**config.mk**
```make
export PLATFORM = sky130hd
export DESIGN_NAME = alu_pwr_seq
export DESIGN_NICKNAME = d
export VERILOG_FILES = /design/src/rtl/alu_pwr_seq.sv
export SDC_FILE = /design/constraint.sdc
export NUM_CORES = 1
export LEC_CHECK = 0
export ABC_AREA = 1
export CORE_ASPECT_RATIO = 0.75
export CORE_MARGIN = 1
export CORE_UTILIZATION = 43
export CTS_BUF_LIST = sky130_fd_sc_hd__clkbuf_8
export CTS_CLUSTER_DIAMETER = 60
export CTS_CLUSTER_SIZE = 28
export DETAILED_ROUTE_END_ITERATION = 10
export GPL_ROUTABILITY_DRIVEN = 0
export PLACE_DENSITY = 0.77
export REMOVE_ABC_BUFFERS = 1
export SLEW_MARGIN = 20
export SYNTH_ARGS = -nofsm -noshare
export SYNTH_HDL_FRONTEND = slang
export SYNTH_SLANG_ARGS = --single-unit
```
**constraint.sdc**
```tcl
create_clock -name clk -period 1.6 [get_ports clk]
set_input_delay 0.16 -clock clk [delete_from_list [all_inputs] [get_ports clk]]
set_output_delay 0.16 -clock clk [all_outputs]
set_load 0.02 [all_outputs]
```
**src/rtl/alu_pwr_seq.sv**
```systemverilog
// Power-sequencing controller for the gated ALU domain: drains, clamps, isolates
// and removes power in a fixed order, and reverses that order on power-up.
module alu_pwr_seq #(
  parameter int unsigned PWR_UP_CYC = 4,
  parameter int unsigned RST_CYC    = 2,
  parameter int unsigned ISO_CYC    = 2,
  parameter int unsigned PWR_DN_CYC = 3,
  parameter int unsigned DRAIN_MAX  = 8,
  parameter logic [15:0] CLAMP_RST  = 16'h0000
) (
  input  logic        clk,
  input  logic        rst,
  input  logic        pwr_req,
  input  logic        alu_busy,
  input  logic [15:0] alu_result,
  input  logic        start_in,
  output logic        start_out,
  output logic        alu_pwr_en,
  output logic        iso_en,
  output logic        alu_rst_n,
  output logic [15:0] clamp_value,
  output logic        alu_ready,
  output logic [2:0]  pwr_state,
  output logic        drain_timeout
);

  localparam int unsigned CNT_W = 8;
  localparam int unsigned DAT_W = 16;

  typedef enum logic [2:0] {
    S_OFF     = 3'd0,
    S_PWR_UP  = 3'd1,
    S_RST_REL = 3'd2,
    S_ON      = 3'd4,
    S_DRAIN   = 3'd5,
    S_ISO_ON  = 3'd6,
    S_PWR_DN  = 3'd7
  } state_e;

  state_e             state_q, state_d;
  logic [CNT_W-1:0]   cnt_q, cnt_d;
  logic [DAT_W-1:0]   clamp_q, clamp_d;
  logic               pwr_en_q, pwr_en_d;
  logic               iso_q, iso_d;
  logic               rst_n_q, rst_n_d;
  logic               ready_q, ready_d;
  logic               timeout_q, timeout_d;

  // Next-state, dwell counter and clamp capture
  always_comb begin
    state_d   = state_q;
    cnt_d     = cnt_q + CNT_W'(1);
    clamp_d   = clamp_q;
    timeout_d = 1'b0;
    case (state_q)
      S_OFF:     if (pwr_req) state_d = S_PWR_UP;
      S_PWR_UP:  if (cnt_q == CNT_W'(PWR_UP_CYC - 1)) state_d = S_RST_REL;
      S_RST_REL: if (cnt_q == CNT_W'(RST_CYC - 1)) state_d = S_ON;
      S_ON:      if (!pwr_req) state_d = S_DRAIN;
      S_DRAIN: begin
        if (!alu_busy) begin
          state_d = S_ISO_ON;
          clamp_d = alu_result;
        end else if (cnt_q == CNT_W'(DRAIN_MAX - 1)) begin
          state_d   = S_ISO_ON;
          clamp_d   = alu_result;
          timeout_d = 1'b1;
        end
      end
      S_ISO_ON:  if (cnt_q == CNT_W'(ISO_CYC - 1)) state_d = S_PWR_DN;
      S_PWR_DN:  if (cnt_q == CNT_W'(PWR_DN_CYC - 1)) state_d = S_OFF;
      default:   state_d = S_OFF;
    endcase
    if (state_d != state_q) cnt_d = '0;
  end

  // Domain controls are decoded from the next state so they register with it
  always_comb begin
    pwr_en_d = 1'b0;
    iso_d    = 1'b1;
    rst_n_d  = 1'b0;
    ready_d  = 1'b0;
    case (state_d)
      S_PWR_UP:  pwr_en_d = 1'b1;
      S_RST_REL: begin
        pwr_en_d = 1'b1;
        rst_n_d  = 1'b1;
      end
      S_ON: begin
        pwr_en_d = 1'b1;
        iso_d    = 1'b0;
        rst_n_d  = 1'b1;
        ready_d  = 1'b1;
      end
      S_DRAIN: begin
        pwr_en_d = 1'b1;
        iso_d    = 1'b0;
        rst_n_d  = 1'b1;
      end
      S_ISO_ON: begin
        pwr_en_d = 1'b1;
        rst_n_d  = 1'b1;
      end
      default: ;
    endcase
  end

  always_ff @(posedge clk or posedge rst) begin
    if (rst) begin
      state_q   <= S_OFF;
      cnt_q     <= '0;
      clamp_q   <= CLAMP_RST;
      pwr_en_q  <= 1'b0;
      iso_q     <= 1'b1;
      rst_n_q   <= 1'b0;
      ready_q   <= 1'b0;
      timeout_q <= 1'b0;
    end else begin
      state_q   <= state_d;
      cnt_q     <= cnt_d;
      clamp_q   <= clamp_d;
      pwr_en_q  <= pwr_en_d;
      iso_q     <= iso_d;
      rst_n_q   <= rst_n_d;
      ready_q   <= ready_d;
      timeout_q <= timeout_d;
    end
  end

  assign pwr_state     = state_q;
  assign alu_pwr_en    = pwr_en_q;
  assign iso_en        = iso_q;
  assign alu_rst_n     = rst_n_q;
  assign alu_ready     = ready_q;
  assign clamp_value   = clamp_q;
  assign drain_timeout = timeout_q;
  assign start_out     = start_in & ready_q;

endmodule

```
* Yosys cells after proc, flatten, opt, wreduce, memory -nomap -nowiden *
Index checks and enable logic that the tools add are counted.

cells by class
  add/sub/neg operators = 1
  mux-type cells = 19
  multiply operators = 0
  bitwise gates (word level) = 1
  shift operators = 0
  divide/modulo/power cells = 0
  reduce and logical (&&, ||, !) cells = 5
  magnitude comparators = 0
  equality and inequality tests = 17

operator list
  cell                 number
  $mux 16              2
  $mux 3               8
  $eq 3x3->1 const B   7
  $pmux 3 s7           1
  $eq 8x2->1 const B   2
  $add 8x1->8 const B  1
  $eq 8x1->1 const B   1
  $eq 8x3->1 const B   1
  $mux 8               1
  $mux 1               7
  $eq 3x1->1 const B   2
  $eq 3x2->1 const B   2
  $reduce_or 5->1      1
  $reduce_or 4->1      1
  $logic_not 3->1      1
  $ne 3x3->1           1
  $ne 2x1->1 const B   1
  $reduce_and 2->1     1
  $reduce_or 2->1      1
  $and 1x1->1          1

storage, ports and cells
  bits in writable memories = 0
  latch bits = 0
  input bits = 21
  memories = 0
  register bits after elaboration = 32
  output and inout port bits = 25
  memory bits (read-only) = 0

* Longest topological paths before layout *
  word-level depth = 7
  gate-level depth with buffers = 11

* Worst setup path before layout *
OpenSTA, ideal clock, no wires.

  kind = register -> register
  start point = reg cnt_q[0]
  end point = reg clamp_q[0] (netlist: clamp_value[0])
  slack = 35 ps
  setup time = 125 ps
  cell stages (with the launch flop) = 8
  data arrival time = 1440 ps
  cells stage by stage = dfrtp_1 ha_1 nand2_1 nor2_1 nand3_1 a21o_1 buf_6 mux2_2

between the ends
  cells in the longest elaborated chain, start to end = 3

ends and longest elaborated chain
  element                     RTL line  text
  from (decl)                 41        logic [CNT_W-1:0] cnt_q, cnt_d;
  from (signal assigned)      120       cnt_q <= cnt_d;
  $eq 8x3->1                  64        end else if (cnt_q == CNT_W'(DRAIN_MAX - 1)) begin
  $ne 2x1->1 (no line)        n/a
  $reduce_and 2->1 (no line)  n/a
  to (signal assigned)        121       clamp_q <= clamp_d;
  to (decl)                   42        logic [DAT_W-1:0] clamp_q, clamp_d;

Every way passes these cells.
A chain may end at the register's enable or synchronous reset.

* Worst setup path after layout *
  start point = reg cnt_q[1]
  end point = reg ready_q (netlist: alu_ready)

between the ends
  cells in the longest elaborated chain, start to end = 6

ends and longest elaborated chain
  element               RTL line  text
  $eq 8x3->1            64
  $mux 3                64
  $mux 3                61        if (!alu_busy) begin
  $pmux 3 s7 (*)        55        case (state_q)
  net state_d[0]        40        state_e state_q, state_d;
  $eq 3x3->1 (*)        83        case (state_d)
  $mux 1 (*)            83
  net ready_d           46        logic ready_q, ready_d;
  to (signal assigned)  125       ready_q <= ready_d;
  to (decl)             46

Mark *: on every way through the listed nets, which the timed path passes. The rest lies on a longest branch.

==> summary by stage <==
Status
The flow ran to the end, but the final reports show violations. The final reports fail on design-rule violations, negative setup slack.

Layout
Leaving out fill and tap cells, the most frequent cell in the layout is sky130_fd_sc_hd__clkdlybuf4s50_1. The post-synthesis to final-layout area growth is 58.7%. The total non-filler cell area in the finished layout is 2420 um2. The library cells used most frequently in the layout, excluding fill and tap cells, are sky130_fd_sc_hd__clkdlybuf4s50_1 (43), sky130_fd_sc_hd__dfrtp_1 (31), sky130_fd_sc_hd__inv_1 (17), sky130_fd_sc_hd__mux2_2 (16), sky130_fd_sc_hd__buf_4 (15). The number of nets in the finished design is 242. In the final layout, the share of cells above drive strength 1 is 37.4%.

The repair_antennas step left the layout with diodes totalling 0.

Pwr
The clock network is responsible for 12.2% of the overall power. The net switching power of the design is 1.93 mW. The logic gate share of total power is 58.1%. The power density relative to cell area is 1950 nW/um2. The share of power burned in registers is 29.7%. The proportion of total power due to net switching is 41.0%. The internal power of the cells totals 2.78 mW. For this design the static power due to leakage is 1.10 nW. The maximum vdd ir drop is 1.21 mV.

Timing
The count of endpoints failing setup in the final report is 27. Setup total negative slack on the finished layout was measured at -1.10 ns. The worst slew margin relative to its limit is 74.6%. The slew at the pin closest to its max-slew limit is 0.380 ns. The number of max-slew violations in the final report came to 0.

The final critical path takes up 105% of the cycle. The final hold violation count is 0. The worst clock skew is 0.00902 ns. Static timing analysis puts the maximum clock frequency at 598 MHz. The tightest hold margin is 0.168 ns. The shortest clock period the worst path allows after layout is 1.67 ns.

The post-layout worst setup margin is -0.0736 ns. Setup repair after global routing could not meet its margin everywhere.

Global route
The wire length of the first global-routing pass is 5750 um. Entering global routing, the biggest net connects 21 pins. The via count of the first global-routing pass came to 1,295. The total congestion overflow after global routing is 0. Global routing used 20.4% of the available tracks. The number of antenna violations at the first check in global routing is 0.

Worst setup path
The length in cells of the worst reg-to-reg path is 10. Along the worst path, the maximum fanout reaches 3. Data on the critical path arrives at its endpoint at 1.88 ns. In this run the worst setup path terminates at alu_ready.

The reg-to-reg endpoint is alu_ready. The delay of the slowest cell on the worst path is 0.38 ns. The kind of start point of the critical path is a register. The startpoint of the worst-slack reg-to-reg timing path is cnt_q[1]. The worst setup path is captured at a register. The worst setup path is of the register to register kind.

The startpoint of the worst setup timing path is cnt_q[1]. Walking the worst path, the cells encountered are ha_2 > buf_4 > nand2_2 > nor2_2 > nor2_1 > nor2_2 > nand3_4 > buf_4 > buf_4 > nor2_1. By instance count, the cell type seen most on the critical path is sky130_fd_sc_hd__buf_4. The register-to-register setup slack is -0.07 ns. The cell with the largest stage delay on the worst path is sky130_fd_sc_hd__dfrtp_1. The required time at the worst-slack endpoint is 1.81 ns.

Floorplanning
The die covers 3790 um2. The starting density of the core is 45.7%. The area of the core is 3330 um2. The vertical die dimension is 53.6 um. The floorplan step set the die width to 70.7 um. The number of rows created at floorplan is 18.

46 I/O pins were placed.

CTS
TritonCTS built the clock tree. After clock tree synthesis, the clock-pin slew on the worst setup and hold paths is 0.06 ns. The maximum buffer depth of the clock tree is 2. The clock latency on the worst-skew pair is 0.28 ns.

In this run, CTS created clock tree buffers numbering 5. CTS placed an instance of sky130_fd_sc_hd__clkbuf_8 at the clock tree root. CTS built an H-tree with a depth of 2. The clock net in this run drives a total of 32 sinks.

Synth
The synthesized netlist occupies a cell area of 1520 um2. The main flop type after synthesis is sky130_fd_sc_hd__dfrtp_1. Of all flip-flops after synthesis, the portion carrying an async set or reset was 100%. The mean instance size in the synthesized netlist is 10.3 um2. The synthesized design contains 0 enable-type register cells. The number of standard cells after synthesis is 148. The sequential-to-total area share from yosys stat is 52.6%. Synthesis instantiated 24 different standard cells from the library. The synthesized design contains 32 register bits. The Yosys step of the flow raised 0 warnings.

Routing
The number of detailed-route iterations in the first pass is 7. For this block, the initial DRC count from the detailed router was 103. For this run, design rule violations remaining after detail routing come to 4.

Summed over all layers, the routed wires come to 4150 um. In this run the remaining antenna-violating nets after routing total 0. In the routed layout, each cell is associated on average with a via count of 5.21. In the final routed layout, each cell accounts on average for 16.0 um. Across all layers, the routed design uses 1,349 vias.

Hold path
In this run the worst hold path is classified as input port to async pin.

Place
The number of port buffers is 45. Once placement finished, the instance area stood at 2100 um2. Detailed placement finished with a half-perimeter wire length of 2550 um.

The worst setup slack after placement is -0.0797 ns.

Job
The tool flagged a number of max-cap violations equal to 0.
-- worst min-delay path by stage --
stage / slack [ns] / from / endpoint / depth (start not counted)
final: 0.17 / rst / clamp_value[2] / 2
after global routing: 0.20 / rst / clamp_value[2] / 2
after CTS: 0.17 / rst / clamp_value[2] / 2
after detailed placement: 0.47 / rst / clamp_value[2] / 2
after global placement: 0.45 / rst / clamp_value[15] / 2
after floorplan: 0.28 / rst / alu_pwr_en / 1
-- worst max-delay path: cells and delay by family (launching register included) --
family / cells / cell delay (ns)
DFF: 1 / 0.38
and+or+nand+nor: 6 / 0.61
adders and majority gates: 1 / 0.20
buffers and inverters: 3 / 0.40
-- Yosys cell counts, types with 2 or more instances --
cell type                 count  area [um2]
sky130_fd_sc_hd__buf_6        2        22.5
sky130_fd_sc_hd__nand2_2      2        12.5
sky130_fd_sc_hd__inv_1       18        67.6
sky130_fd_sc_hd__nand3_1     12        60.1
sky130_fd_sc_hd__nor2_1      22        82.6
sky130_fd_sc_hd__ha_1         3        37.5
sky130_fd_sc_hd__nand3_2      3        30.0
sky130_fd_sc_hd__o21ai_0      2        10.0
sky130_fd_sc_hd__mux2_2      16         180
sky130_fd_sc_hd__nand2_1     18        67.6
sky130_fd_sc_hd__xor2_1       4        35.0
sky130_fd_sc_hd__nor3_1       3        15.0
sky130_fd_sc_hd__dfrtp_1     31         776
sky130_fd_sc_hd__xnor2_1      2        17.5
-- power by group through the flow --
stage	combinational, mW	clock (mW)	sequential, mW
after floorplan	0.871	0	1.71
after global routing	2.92	0.628	1.44
after CTS	2.38	0.579	1.38
final	2.74	0.575	1.40
after global placement	2.19	0	1.36
after detailed placement	2.25	0	1.38
-- per-layer routing --
layer | vias to the layer above | share of wire, % | routed length, um | track usage [%]
met2 | 79 | 50 | 2070 | 34.6
met5 | - | 0 | 0 | 0
met1 | 638 | 38 | 1590 | 23.7
met3 | 20 | 9.5 | 394 | 8.43
met4 | 0 | 2.4 | 101 | 8.00
li1 | 612 | - | - | -
-- cells by family after synthesis --
kind of cell / synth area share, %
multiplexers: 11.8
buffers and inverters: 6.24
adder cells (fa/ha/maj): 2.46
AND/OR/NAND/NOR: 21.0
XOR/XNOR: 3.45
flip-flops: 52.6
AO/OA/AOI/OAI: 2.38
-- flip-flops by register name, summed over array words and instances (netlist names) --
name / count
iso_en: 1
drain_timeout: 1
alu_pwr_en: 1
clamp_value: 16
alu_ready: 1
pwr_state: 3
alu_rst_n: 1
cnt_q: 8
-- repair_timing --
item,4_1_cts,5_1_grt
resized for setup,18,24
cloned,0,2
hold buffers,0,0
endpoints found under the hold margin,0,0
pin swaps,6,10
setup buffers,3,4
setup endpoints to repair,26,30
-- metrics by stage --
stage	std cells	power (mW)	util, %
detailed placement	242	3.62	63.0
global route	259	4.99	72.6
floorplan	145	2.58	-
finish	259	4.71	72.6
CTS	253	4.34	67.7
global placement	242	3.55	63.0
-- layout make-up --
cell class                      count  area (um2)
Tap cell                           40        50.0
Inverter                           18        67.6
Sequential cell                    32         802
Timing Repair Buffer               66         668
Clock inverter                      3        12.5
Fill cell                         207         915
Multi-Input combinational cell     95         749
Clock buffer                        5        68.8
Power figures use the tool's default switching activity.
